**src/rtl/pipeline_ctrl_if.sv**
```systemverilog
// Control bus between the pipeline datapath and the stall/flush sequencer.
// The datapath side is the master; the sequencer is the slave.
interface pipeline_ctrl_if #(
  parameter int CNT_W = 16
);
  logic [4:0]       IF_ID_rs1;
  logic [4:0]       IF_ID_rs2;
  logic             IF_ID_use_rs1;
  logic             IF_ID_use_rs2;
  logic             branch;
  logic             branch_taken;
  logic [4:0]       ID_EX_rd;
  logic             ID_EX_mem_read;
  logic [4:0]       EX_MEM_rd;
  logic             EX_MEM_mem_read;
  logic             dmem_valid;
  logic             dmem_ready;

  logic             pc_en;
  logic             IF_ID_en;
  logic             ID_EX_en;
  logic             EX_MEM_en;
  logic             MEM_WB_en;
  logic             IF_ID_flush;
  logic             ID_EX_flush;
  logic             state;
  logic [CNT_W-1:0] stall_cycles;
  logic [CNT_W-1:0] freeze_cycles;
  logic [CNT_W-1:0] flush_count;
  logic             mem_timeout;

  modport master (
    output IF_ID_rs1, IF_ID_rs2, IF_ID_use_rs1, IF_ID_use_rs2, branch, branch_taken,
           ID_EX_rd, ID_EX_mem_read, EX_MEM_rd, EX_MEM_mem_read, dmem_valid, dmem_ready,
    input  pc_en, IF_ID_en, ID_EX_en, EX_MEM_en, MEM_WB_en, IF_ID_flush, ID_EX_flush,
           state, stall_cycles, freeze_cycles, flush_count, mem_timeout
  );

  modport slave (
    input  IF_ID_rs1, IF_ID_rs2, IF_ID_use_rs1, IF_ID_use_rs2, branch, branch_taken,
           ID_EX_rd, ID_EX_mem_read, EX_MEM_rd, EX_MEM_mem_read, dmem_valid, dmem_ready,
    output pc_en, IF_ID_en, ID_EX_en, EX_MEM_en, MEM_WB_en, IF_ID_flush, ID_EX_flush,
           state, stall_cycles, freeze_cycles, flush_count, mem_timeout
  );
endinterface

```
**src/rtl/pipeline_ctrl.sv**
```systemverilog
// Stall/flush sequencer for the 5-stage pipeline: load-use and branch-operand
// hazards, data-memory freeze FSM with watchdog, and saturating event counters.
module pipeline_ctrl #(
  parameter int TIMEOUT = 64,
  parameter int CNT_W   = 16
) (
  input  logic            clk,
  input  logic            rst,
  pipeline_ctrl_if.slave  bus
);
  localparam int WC_W = $clog2(TIMEOUT + 1);
  localparam logic [WC_W-1:0] WC_MAX = WC_W'(TIMEOUT);

  typedef enum logic {RUN = 1'b0, MEM_WAIT = 1'b1} state_t;

  state_t                 state_reg, state_next;
  logic [WC_W-1:0]        wait_cnt_reg, wait_cnt_next;
  logic                   mem_timeout_reg, mem_timeout_next;

  logic [4:0]             rs [2];
  logic [1:0]             use_rs, m, ex_hit, mem_hit;
  logic                   load_use, br_mem, hz, freeze;
  logic [2:0]             inc;  // {flush, freeze, stall}
  logic [2:0][CNT_W-1:0]  cnt_q;

  assign rs[0]  = bus.IF_ID_rs1;
  assign rs[1]  = bus.IF_ID_rs2;
  assign use_rs = {bus.IF_ID_use_rs2, bus.IF_ID_use_rs1};

  // x0 is never a real dependency, so it is masked out of every match.
  for (genvar gi = 0; gi < 2; gi++) begin : g_src
    assign m[gi]       = use_rs[gi] & (rs[gi] != 5'd0);
    assign ex_hit[gi]  = m[gi] & (rs[gi] == bus.ID_EX_rd);
    assign mem_hit[gi] = m[gi] & (rs[gi] == bus.EX_MEM_rd);
  end

  assign load_use = bus.ID_EX_mem_read & (|ex_hit);
  assign br_mem   = bus.branch & bus.EX_MEM_mem_read & (|mem_hit);
  assign hz       = load_use | br_mem;
  assign freeze   = (state_reg == RUN      & bus.dmem_valid & ~bus.dmem_ready) |
                    (state_reg == MEM_WAIT & ~bus.dmem_ready);

  always_ff @(posedge clk) begin
    if (rst) begin
      state_reg       <= RUN;
      wait_cnt_reg    <= '0;
      mem_timeout_reg <= 1'b0;
    end else begin
      state_reg       <= state_next;
      wait_cnt_reg    <= wait_cnt_next;
      mem_timeout_reg <= mem_timeout_next;
    end
  end

  always_comb begin
    state_next = state_reg;
    case (state_reg)
      RUN:      if (bus.dmem_valid & ~bus.dmem_ready) state_next = MEM_WAIT;
      MEM_WAIT: if (bus.dmem_ready)                   state_next = RUN;
      default:  state_next = RUN;
    endcase
  end

  // The watchdog only observes; the access keeps waiting after a timeout.
  always_comb begin
    wait_cnt_next = '0;
    if (state_reg == MEM_WAIT)
      wait_cnt_next = (wait_cnt_reg == WC_MAX) ? WC_MAX : wait_cnt_reg + WC_W'(1);
    mem_timeout_next = mem_timeout_reg | ((state_reg == MEM_WAIT) & (wait_cnt_next == WC_MAX));
  end

  always_comb begin
    bus.pc_en       = 1'b1;
    bus.IF_ID_en    = 1'b1;
    bus.ID_EX_en    = 1'b1;
    bus.EX_MEM_en   = 1'b1;
    bus.MEM_WB_en   = 1'b1;
    bus.IF_ID_flush = 1'b0;
    bus.ID_EX_flush = 1'b0;
    inc             = 3'b000;
    if (rst) begin
      {bus.pc_en, bus.IF_ID_en, bus.ID_EX_en, bus.EX_MEM_en, bus.MEM_WB_en} = 5'b00000;
      bus.IF_ID_flush = 1'b1;
      bus.ID_EX_flush = 1'b1;
    end else if (freeze) begin
      {bus.pc_en, bus.IF_ID_en, bus.ID_EX_en, bus.EX_MEM_en, bus.MEM_WB_en} = 5'b00000;
      inc[1] = 1'b1;
    end else if (hz) begin
      // Branch operands are stale here, so a taken redirect is dropped.
      bus.pc_en       = 1'b0;
      bus.IF_ID_en    = 1'b0;
      bus.ID_EX_flush = 1'b1;
      inc[0]          = 1'b1;
    end else if (bus.branch_taken & bus.branch) begin
      bus.IF_ID_flush = 1'b1;
      inc[2]          = 1'b1;
    end
  end

  for (genvar gi = 0; gi < 3; gi++) begin : g_cnt
    logic [CNT_W-1:0] cnt_reg;
    always_ff @(posedge clk) begin
      if (rst)
        cnt_reg <= '0;
      else if (inc[gi] && (cnt_reg != {CNT_W{1'b1}}))
        cnt_reg <= cnt_reg + CNT_W'(1);
    end
    assign cnt_q[gi] = cnt_reg;
  end

  assign bus.state         = state_reg;
  assign bus.stall_cycles  = cnt_q[0];
  assign bus.freeze_cycles = cnt_q[1];
  assign bus.flush_count   = cnt_q[2];
  assign bus.mem_timeout   = mem_timeout_reg;
endmodule

```
**src/flat_wrapper.sv**
```systemverilog
// flat-port wrapper written by rule: the top's interface ports become plain ports
module pipeline_ctrl_flat 
#(
  parameter int TIMEOUT = 64,
  parameter int CNT_W   = 16
)
  (clk, rst, bus_IF_ID_rs1, bus_IF_ID_rs2, bus_IF_ID_use_rs1, bus_IF_ID_use_rs2, bus_branch, bus_branch_taken, bus_ID_EX_rd, bus_ID_EX_mem_read, bus_EX_MEM_rd, bus_EX_MEM_mem_read, bus_dmem_valid, bus_dmem_ready, bus_pc_en, bus_IF_ID_en, bus_ID_EX_en, bus_EX_MEM_en, bus_MEM_WB_en, bus_IF_ID_flush, bus_ID_EX_flush, bus_state, bus_stall_cycles, bus_freeze_cycles, bus_flush_count, bus_mem_timeout);
  pipeline_ctrl_if #(.CNT_W(CNT_W)) bus_i ();
  input  logic clk;
  input  logic rst;
  input wire logic [$bits(bus_i.IF_ID_rs1)-1:0] bus_IF_ID_rs1;
  input wire logic [$bits(bus_i.IF_ID_rs2)-1:0] bus_IF_ID_rs2;
  input wire logic [$bits(bus_i.IF_ID_use_rs1)-1:0] bus_IF_ID_use_rs1;
  input wire logic [$bits(bus_i.IF_ID_use_rs2)-1:0] bus_IF_ID_use_rs2;
  input wire logic [$bits(bus_i.branch)-1:0] bus_branch;
  input wire logic [$bits(bus_i.branch_taken)-1:0] bus_branch_taken;
  input wire logic [$bits(bus_i.ID_EX_rd)-1:0] bus_ID_EX_rd;
  input wire logic [$bits(bus_i.ID_EX_mem_read)-1:0] bus_ID_EX_mem_read;
  input wire logic [$bits(bus_i.EX_MEM_rd)-1:0] bus_EX_MEM_rd;
  input wire logic [$bits(bus_i.EX_MEM_mem_read)-1:0] bus_EX_MEM_mem_read;
  input wire logic [$bits(bus_i.dmem_valid)-1:0] bus_dmem_valid;
  input wire logic [$bits(bus_i.dmem_ready)-1:0] bus_dmem_ready;
  output wire logic [$bits(bus_i.pc_en)-1:0] bus_pc_en;
  output wire logic [$bits(bus_i.IF_ID_en)-1:0] bus_IF_ID_en;
  output wire logic [$bits(bus_i.ID_EX_en)-1:0] bus_ID_EX_en;
  output wire logic [$bits(bus_i.EX_MEM_en)-1:0] bus_EX_MEM_en;
  output wire logic [$bits(bus_i.MEM_WB_en)-1:0] bus_MEM_WB_en;
  output wire logic [$bits(bus_i.IF_ID_flush)-1:0] bus_IF_ID_flush;
  output wire logic [$bits(bus_i.ID_EX_flush)-1:0] bus_ID_EX_flush;
  output wire logic [$bits(bus_i.state)-1:0] bus_state;
  output wire logic [$bits(bus_i.stall_cycles)-1:0] bus_stall_cycles;
  output wire logic [$bits(bus_i.freeze_cycles)-1:0] bus_freeze_cycles;
  output wire logic [$bits(bus_i.flush_count)-1:0] bus_flush_count;
  output wire logic [$bits(bus_i.mem_timeout)-1:0] bus_mem_timeout;
  assign bus_i.IF_ID_rs1 = bus_IF_ID_rs1;
  assign bus_i.IF_ID_rs2 = bus_IF_ID_rs2;
  assign bus_i.IF_ID_use_rs1 = bus_IF_ID_use_rs1;
  assign bus_i.IF_ID_use_rs2 = bus_IF_ID_use_rs2;
  assign bus_i.branch = bus_branch;
  assign bus_i.branch_taken = bus_branch_taken;
  assign bus_i.ID_EX_rd = bus_ID_EX_rd;
  assign bus_i.ID_EX_mem_read = bus_ID_EX_mem_read;
  assign bus_i.EX_MEM_rd = bus_EX_MEM_rd;
  assign bus_i.EX_MEM_mem_read = bus_EX_MEM_mem_read;
  assign bus_i.dmem_valid = bus_dmem_valid;
  assign bus_i.dmem_ready = bus_dmem_ready;
  assign bus_pc_en = bus_i.pc_en;
  assign bus_IF_ID_en = bus_i.IF_ID_en;
  assign bus_ID_EX_en = bus_i.ID_EX_en;
  assign bus_EX_MEM_en = bus_i.EX_MEM_en;
  assign bus_MEM_WB_en = bus_i.MEM_WB_en;
  assign bus_IF_ID_flush = bus_i.IF_ID_flush;
  assign bus_ID_EX_flush = bus_i.ID_EX_flush;
  assign bus_state = bus_i.state;
  assign bus_stall_cycles = bus_i.stall_cycles;
  assign bus_freeze_cycles = bus_i.freeze_cycles;
  assign bus_flush_count = bus_i.flush_count;
  assign bus_mem_timeout = bus_i.mem_timeout;
  pipeline_ctrl #(.TIMEOUT(TIMEOUT), .CNT_W(CNT_W)) u_core (.clk(clk), .rst(rst), .bus(bus_i));
endmodule
```
**config.mk**
```make
export PLATFORM = sky130hd
export DESIGN_NAME = pipeline_ctrl_flat
export DESIGN_NICKNAME = d
export VERILOG_FILES = /design/src/rtl/pipeline_ctrl_if.sv /design/src/rtl/pipeline_ctrl.sv /design/src/flat_wrapper.sv
export SDC_FILE = /design/constraint.sdc
export NUM_CORES = 1
export LEC_CHECK = 0
export CAP_MARGIN = 40
export CORE_MARGIN = 2
export CORE_UTILIZATION = 52
export DETAILED_ROUTE_END_ITERATION = 8
export GPL_TIMING_DRIVEN = 0
export PLACE_DENSITY = 0.92
export SYNTH_ARGS = -nofsm -noshare
export SYNTH_HDL_FRONTEND = slang
export SYNTH_SLANG_ARGS = --single-unit
export TNS_END_PERCENT = 10
```
**constraint.sdc**
```tcl
create_clock -name clk -period 7.25 [get_ports clk]
set_clock_uncertainty 0.1 [all_clocks]
set_input_delay 1.45 -clock clk [delete_from_list [all_inputs] [get_ports clk]]
set_output_delay 1.45 -clock clk [all_outputs]
set_load 0.01 [all_outputs]
```
=== After elaboration in Yosys (flattened, before gate mapping) ===
Index checks and enable logic that the tools add are counted.

* Bitwise logic cells: 20
* Reduce and logical (&&, ||, !) cells: 7
* Eq/ne operators: 9
* Add/subtract/negate cells: 4
* Multiplexer cells: 19

{| class="wikitable"
|+ Operator list
! kind !! number
|-
| $add 16x1->16 const B || 3
|-
| $ne 16x16->1 const B || 3
|-
| $eq 5x5->1 || 4
|-
| $and 1x1->1 || 15
|-
| $mux 1 || 15
|-
| $eq 7x7->1 const B || 2
|-
| $mux 7 || 2
|-
| $reduce_bool 5->1 || 2
|-
| $add 7x1->7 const B || 1
|-
| $reduce_or 2->1 || 2
|-
| $logic_and 1x1->1 || 3
|-
| $mux 3 || 1
|-
| $or 1x1->1 || 3
|-
| $not 1->1 || 2
|-
| $pmux 1 s2 || 1
|}

* Output and inout bits: 57
* Register bits after elaboration: 57

=== Depth between registers and ports, before layout ===
* Depth after elaboration: 10
* Gate-level depth with buffers: 10
* Mapped depth without buffers: 7

=== Worst setup path after synthesis ===
No wires, ideal clock.

* Kind: input -> output
* From: in bus_IF_ID_rs1[0]
* To: out bus_pc_en
* Arrival: 2.963 ns
* Required time: 5.700 ns
* Setup slack: 2.737 ns
* Cell stages on the path: 7
* Cells stage by stage: or4_1 > o21ai_1 > o22ai_1 > buf_2 > clkbuf_1 > nor2_1 > buf_4

* Word-level cells in the longest chain between the ends: 9
* Elaborated cells between the ends (all ways): 14

{| class="wikitable"
|+ RTL lines
! element !! RTL line !! RTL
|-
| from (decl) || flat_wrapper.sv:11 || <nowiki>input wire logic [$bits(bus_i.IF_ID_rs1)-1:0] bus_IF_ID_rs1;</nowiki>
|-
| $reduce_bool 5->1 || pipeline_ctrl.sv:32 || <nowiki>assign m[gi] = use_rs[gi] & (rs[gi] != 5'd0);</nowiki>
|-
| $and 1x1->1 || pipeline_ctrl.sv:32 ||
|-
| $and 1x1->1, on equally long branches || pipeline_ctrl.sv:33, pipeline_ctrl.sv:34 ||
|-
| $reduce_or 2->1, on equally long branches || pipeline_ctrl.sv:37, pipeline_ctrl.sv:38 ||
|-
| $and 1x1->1, on equally long branches || pipeline_ctrl.sv:37, pipeline_ctrl.sv:38 ||
|-
| $or 1x1->1 (*) || pipeline_ctrl.sv:39 || <nowiki>assign hz = load_use | br_mem;</nowiki>
|-
| $mux 1 (*) (3 in series) || n/a ||
|-
| to (decl) || flat_wrapper.sv:23 || <nowiki>output wire logic [$bits(bus_i.pc_en)-1:0] bus_pc_en;</nowiki>
|}

Mark *: on every way between the ends. The rest lies on a longest branch, timed or not.

=== Worst setup path in the final report ===
* From: in bus_IF_ID_rs2[4]
* To: out bus_pc_en

* Word-level cells in the longest chain between the ends: 9
* Elaborated cells between the ends (all ways): 14

{| class="wikitable"
|+ RTL lines
! element !! RTL line !! RTL
|-
| from (decl) || flat_wrapper.sv:12 || <nowiki>input wire logic [$bits(bus_i.IF_ID_rs2)-1:0] bus_IF_ID_rs2;</nowiki>
|-
| $reduce_bool 5->1 || pipeline_ctrl.sv:32 ||
|-
| $and 1x1->1 || pipeline_ctrl.sv:32 ||
|-
| $and 1x1->1, on equally long branches || pipeline_ctrl.sv:33, pipeline_ctrl.sv:34 ||
|-
| $reduce_or 2->1, on equally long branches || pipeline_ctrl.sv:37, pipeline_ctrl.sv:38 ||
|-
| $and 1x1->1, on equally long branches || pipeline_ctrl.sv:37, pipeline_ctrl.sv:38 ||
|-
| $or 1x1->1 (*) || pipeline_ctrl.sv:39 ||
|-
| $mux 1 (*) || pipeline_ctrl.sv:88 || <nowiki>end else if (hz) begin</nowiki>
|-
| $mux 1 (*) || pipeline_ctrl.sv:85 || <nowiki>end else if (freeze) begin</nowiki>
|-
| $mux 1 (*) || pipeline_ctrl.sv:81 || <nowiki>if (rst) begin</nowiki>
|}

Marks and branches as above.

==> results.md <==
- H-Tree Depth: 3
- Critical path class: in -> out
- Vias in the first global route: 3116
- Synth top area cells: dfxtp_1, xor2_1, nor2_1
- Post-Syn Area per Cell: 8.199 um^2
- Slew @ Worst Pin: 559.0 ps
- R2R depth: 10
- Max-capacitance violation count: 0
- Syn_nets: 422
- Main synth FF type: dfxtp_1
- Final Non-Filler Cells: 563
- CTS Sinks: 57
- Hold crit path type: reg -> reg
- Post-CTS setup buffers: 0
- Largest net degree at the start of global routing: 11
- Tcrit/Tclk final: 80.56%
- Worst Setup SP: bus_IF_ID_rs2[4]
- Final setup violation count: 0
- Final min period: 5840 ps
- ANT cells: 0
- Setup slack after layout: 1410 ps
- VDD IR max: 0.0001265 V
- Final Max Slew Viols: 0
- Arr. time, crit path: 4290 ps
- Endpoint type of the worst setup path: output port
- Layout net count: 519
- Core Area: 0.005921 mm^2
- Outcome: complete, no violations
- Post-synthesis sequential area ratio: 35.96%
- Worst-path clk slew: 60 ps
- EDFF count, synth: 0
- Tot Pwr: 0.6837 mW
- WP data required: 5700 ps
- Highest clock rate: 171.2 MHz
- First-iteration detailed-routing DRC count: 281
- Cts hold-fix bufs: 0
- Final GP Congestion: 0.9031
- Root Driver: clkbuf_8
- PwrDens: 158.2 mW/mm^2
- Final wirelength: 8897 um
- CTS Buffer Depth: 2
- Initial antenna violation count: 0
- Share of layout cells above drive strength 1: 6.967%
- IO buf count: 86
- #FFs+latches synth: 57
- Drt pass-1 iters: 5
- Layout fillers: 438
- Syn Inst Count: 387
- Reg2Reg Setup Slack: 4500 ps
- Library cells used by synthesis: 50
- R2r startpoint: u_core.bus.flush_count[0]
- Leakage: 1.447 nW
- Pre-CTS setup slack: 1481 ps
- CTS tree: done
- Crit start category: input port
- Reg-to-reg endpoint: u_core.bus.flush_count[2]
- Routed length per instance: 15.80 um
- TNS Setup: 0 ps
- Vias: 3410
- I/O Pins: 87
- Warnings from Yosys: 0
- Clock Latency Late Sink: 340 ps
- Die Area: 0.006743 mm^2
- DRC violations left: 0
- Total CTS buffers: 9
- Rel. slew slack: 62.70%
- Grt total ovfl: 0
- CP endpoint: bus_pc_en
- Initial core utilization: 53.59%
- Post-synth top area cell: dfxtp_1
- DR vias/cell: 6.057
- DRT antenna net count: 0
- RSZ-0062 raised after global routing: no
- Post_cts resized: 0
- GR Util All Layers: 26.99%
- Post-detail-place hpwl: 6329 um
- Syn Std Cell Area: 0.003173 mm^2
- First-pass GRT wire length: 13990 um
- Final hold vios: 0
- Syn-to-layout area delta: 36.24%
- Synth top area share: 35.96%
- Num rows: 28
- Die height: 82.12 um
- CP max FO: 10
- Async S/R FF share, synth: 0%
- Placed insts: 548
- Layout Utilization: 73.01%
- Die X: 82.12 um
through the flow:
step	instance area [um^2]	hold WS (ps)
after global routing	4323	425.9
after floorplan	3173	349.9
after CTS	4323	384.0
after global placement	4128	352.8
after detailed placement	4128	368.1
final	4323	379.5
cells by family after synthesis:
| kind of cell | Yosys count | share of synthesized area [%] |
|---|---|---|
| fa+ha+maj | 5 | 1.972 |
| mux | 10 | 3.707 |
| flops | 57 | 35.96 |
| compound gates | 76 | 14.98 |
| simple gates | 171 | 28.94 |
| xor+xnor | 36 | 9.937 |
| buf+inv | 32 | 4.495 |
worst min path at each step:
stage,slack [ps],end,cells past startpoint,start
finish,380,u_core.bus.mem_timeout,2,u_core.bus.mem_timeout
global route,430,u_core.bus.flush_count[8],2,u_core.bus.flush_count[8]
CTS,380,u_core.bus.mem_timeout,2,u_core.bus.mem_timeout
detailed placement,370,u_core.bus.mem_timeout,2,u_core.bus.mem_timeout
global placement,350,u_core.bus.mem_timeout,2,u_core.bus.mem_timeout
floorplan,350,u_core.wait_cnt_reg[0],1,u_core.wait_cnt_reg[0]
worst max-delay path: stages:
cell	delay, ps
clkdlybuf4s50_1	460
xor2_1	190
nor4_1	380
a32oi_1	130
o22ai_1	170
buf_2	270
clkbuf_1	450
nor2_1	150
buf_4	170
clkdlybuf4s50_1	470
cell type report:
class	count	area [um^2]	share of cell area, %
multi-input cells	298	1889	43.70
flip-flops and latches	57	1141	26.40
repair buffers	86	860.8	19.91
clock buffers	12	155.1	3.589
plain buffers	19	93.84	2.171
well taps	75	93.84	2.171
inverters	13	48.80	1.129
clock inverters	3	40.04	0.9262
layer usage:
| metal | global-route usage [%] | share of wire (%) |
|---|---|---|
| met3 | 6.413 | 9.2 |
| met1 | 32.06 | 41 |
| met4 | 14.50 | 2.5 |
| met5 | 0 | 0 |
| met2 | 45.04 | 47 |
power breakdown:
part	internal (mW)	leakage (nW)	switching, mW	total (mW)
registers	0.315	0.459	0.00222	0.317
logic	0.0331	0.885	0.0349	0.0680
clock network	0.174	0.102	0.124	0.299
total	0.522	1.45	0.161	0.684
synthesized netlist by cell type, types with 4 or more instances:
master and n:
a21oi_1 23, and3_1 9, and4_1 4, clkbuf_1 12, dfxtp_1 57, ha_1 5
inv_1 13, mux2_2 6, nand2_1 24, nand3_1 29, nand4_1 5, nor2_1 39
nor2b_1 9, nor3_1 7, nor4_1 9, o21ai_0 17, o31ai_1 10, or3_1 13
or4_1 10, xnor2_1 14, xor2_1 22
cell usage in the layout, fill, tap and decap left out, types with 4 or more instances in the layout:
cell and count:
a21oi_1 23, and3_1 9, and4_1 4, clkbuf_1 13
clkbuf_8 11, clkdlybuf4s50_1 86, dfxtp_1 57, ha_1 5
inv_1 13, mux2_2 6, nand2_1 24, nand3_1 29
nand4_1 5, nor2_1 39, nor2b_1 9, nor3_1 7
nor4_1 9, o21ai_0 17, o31ai_1 10, or3_1 13
or4_1 10, xnor2_1 14, xor2_1 22
(Power assumes the default switching activity.)
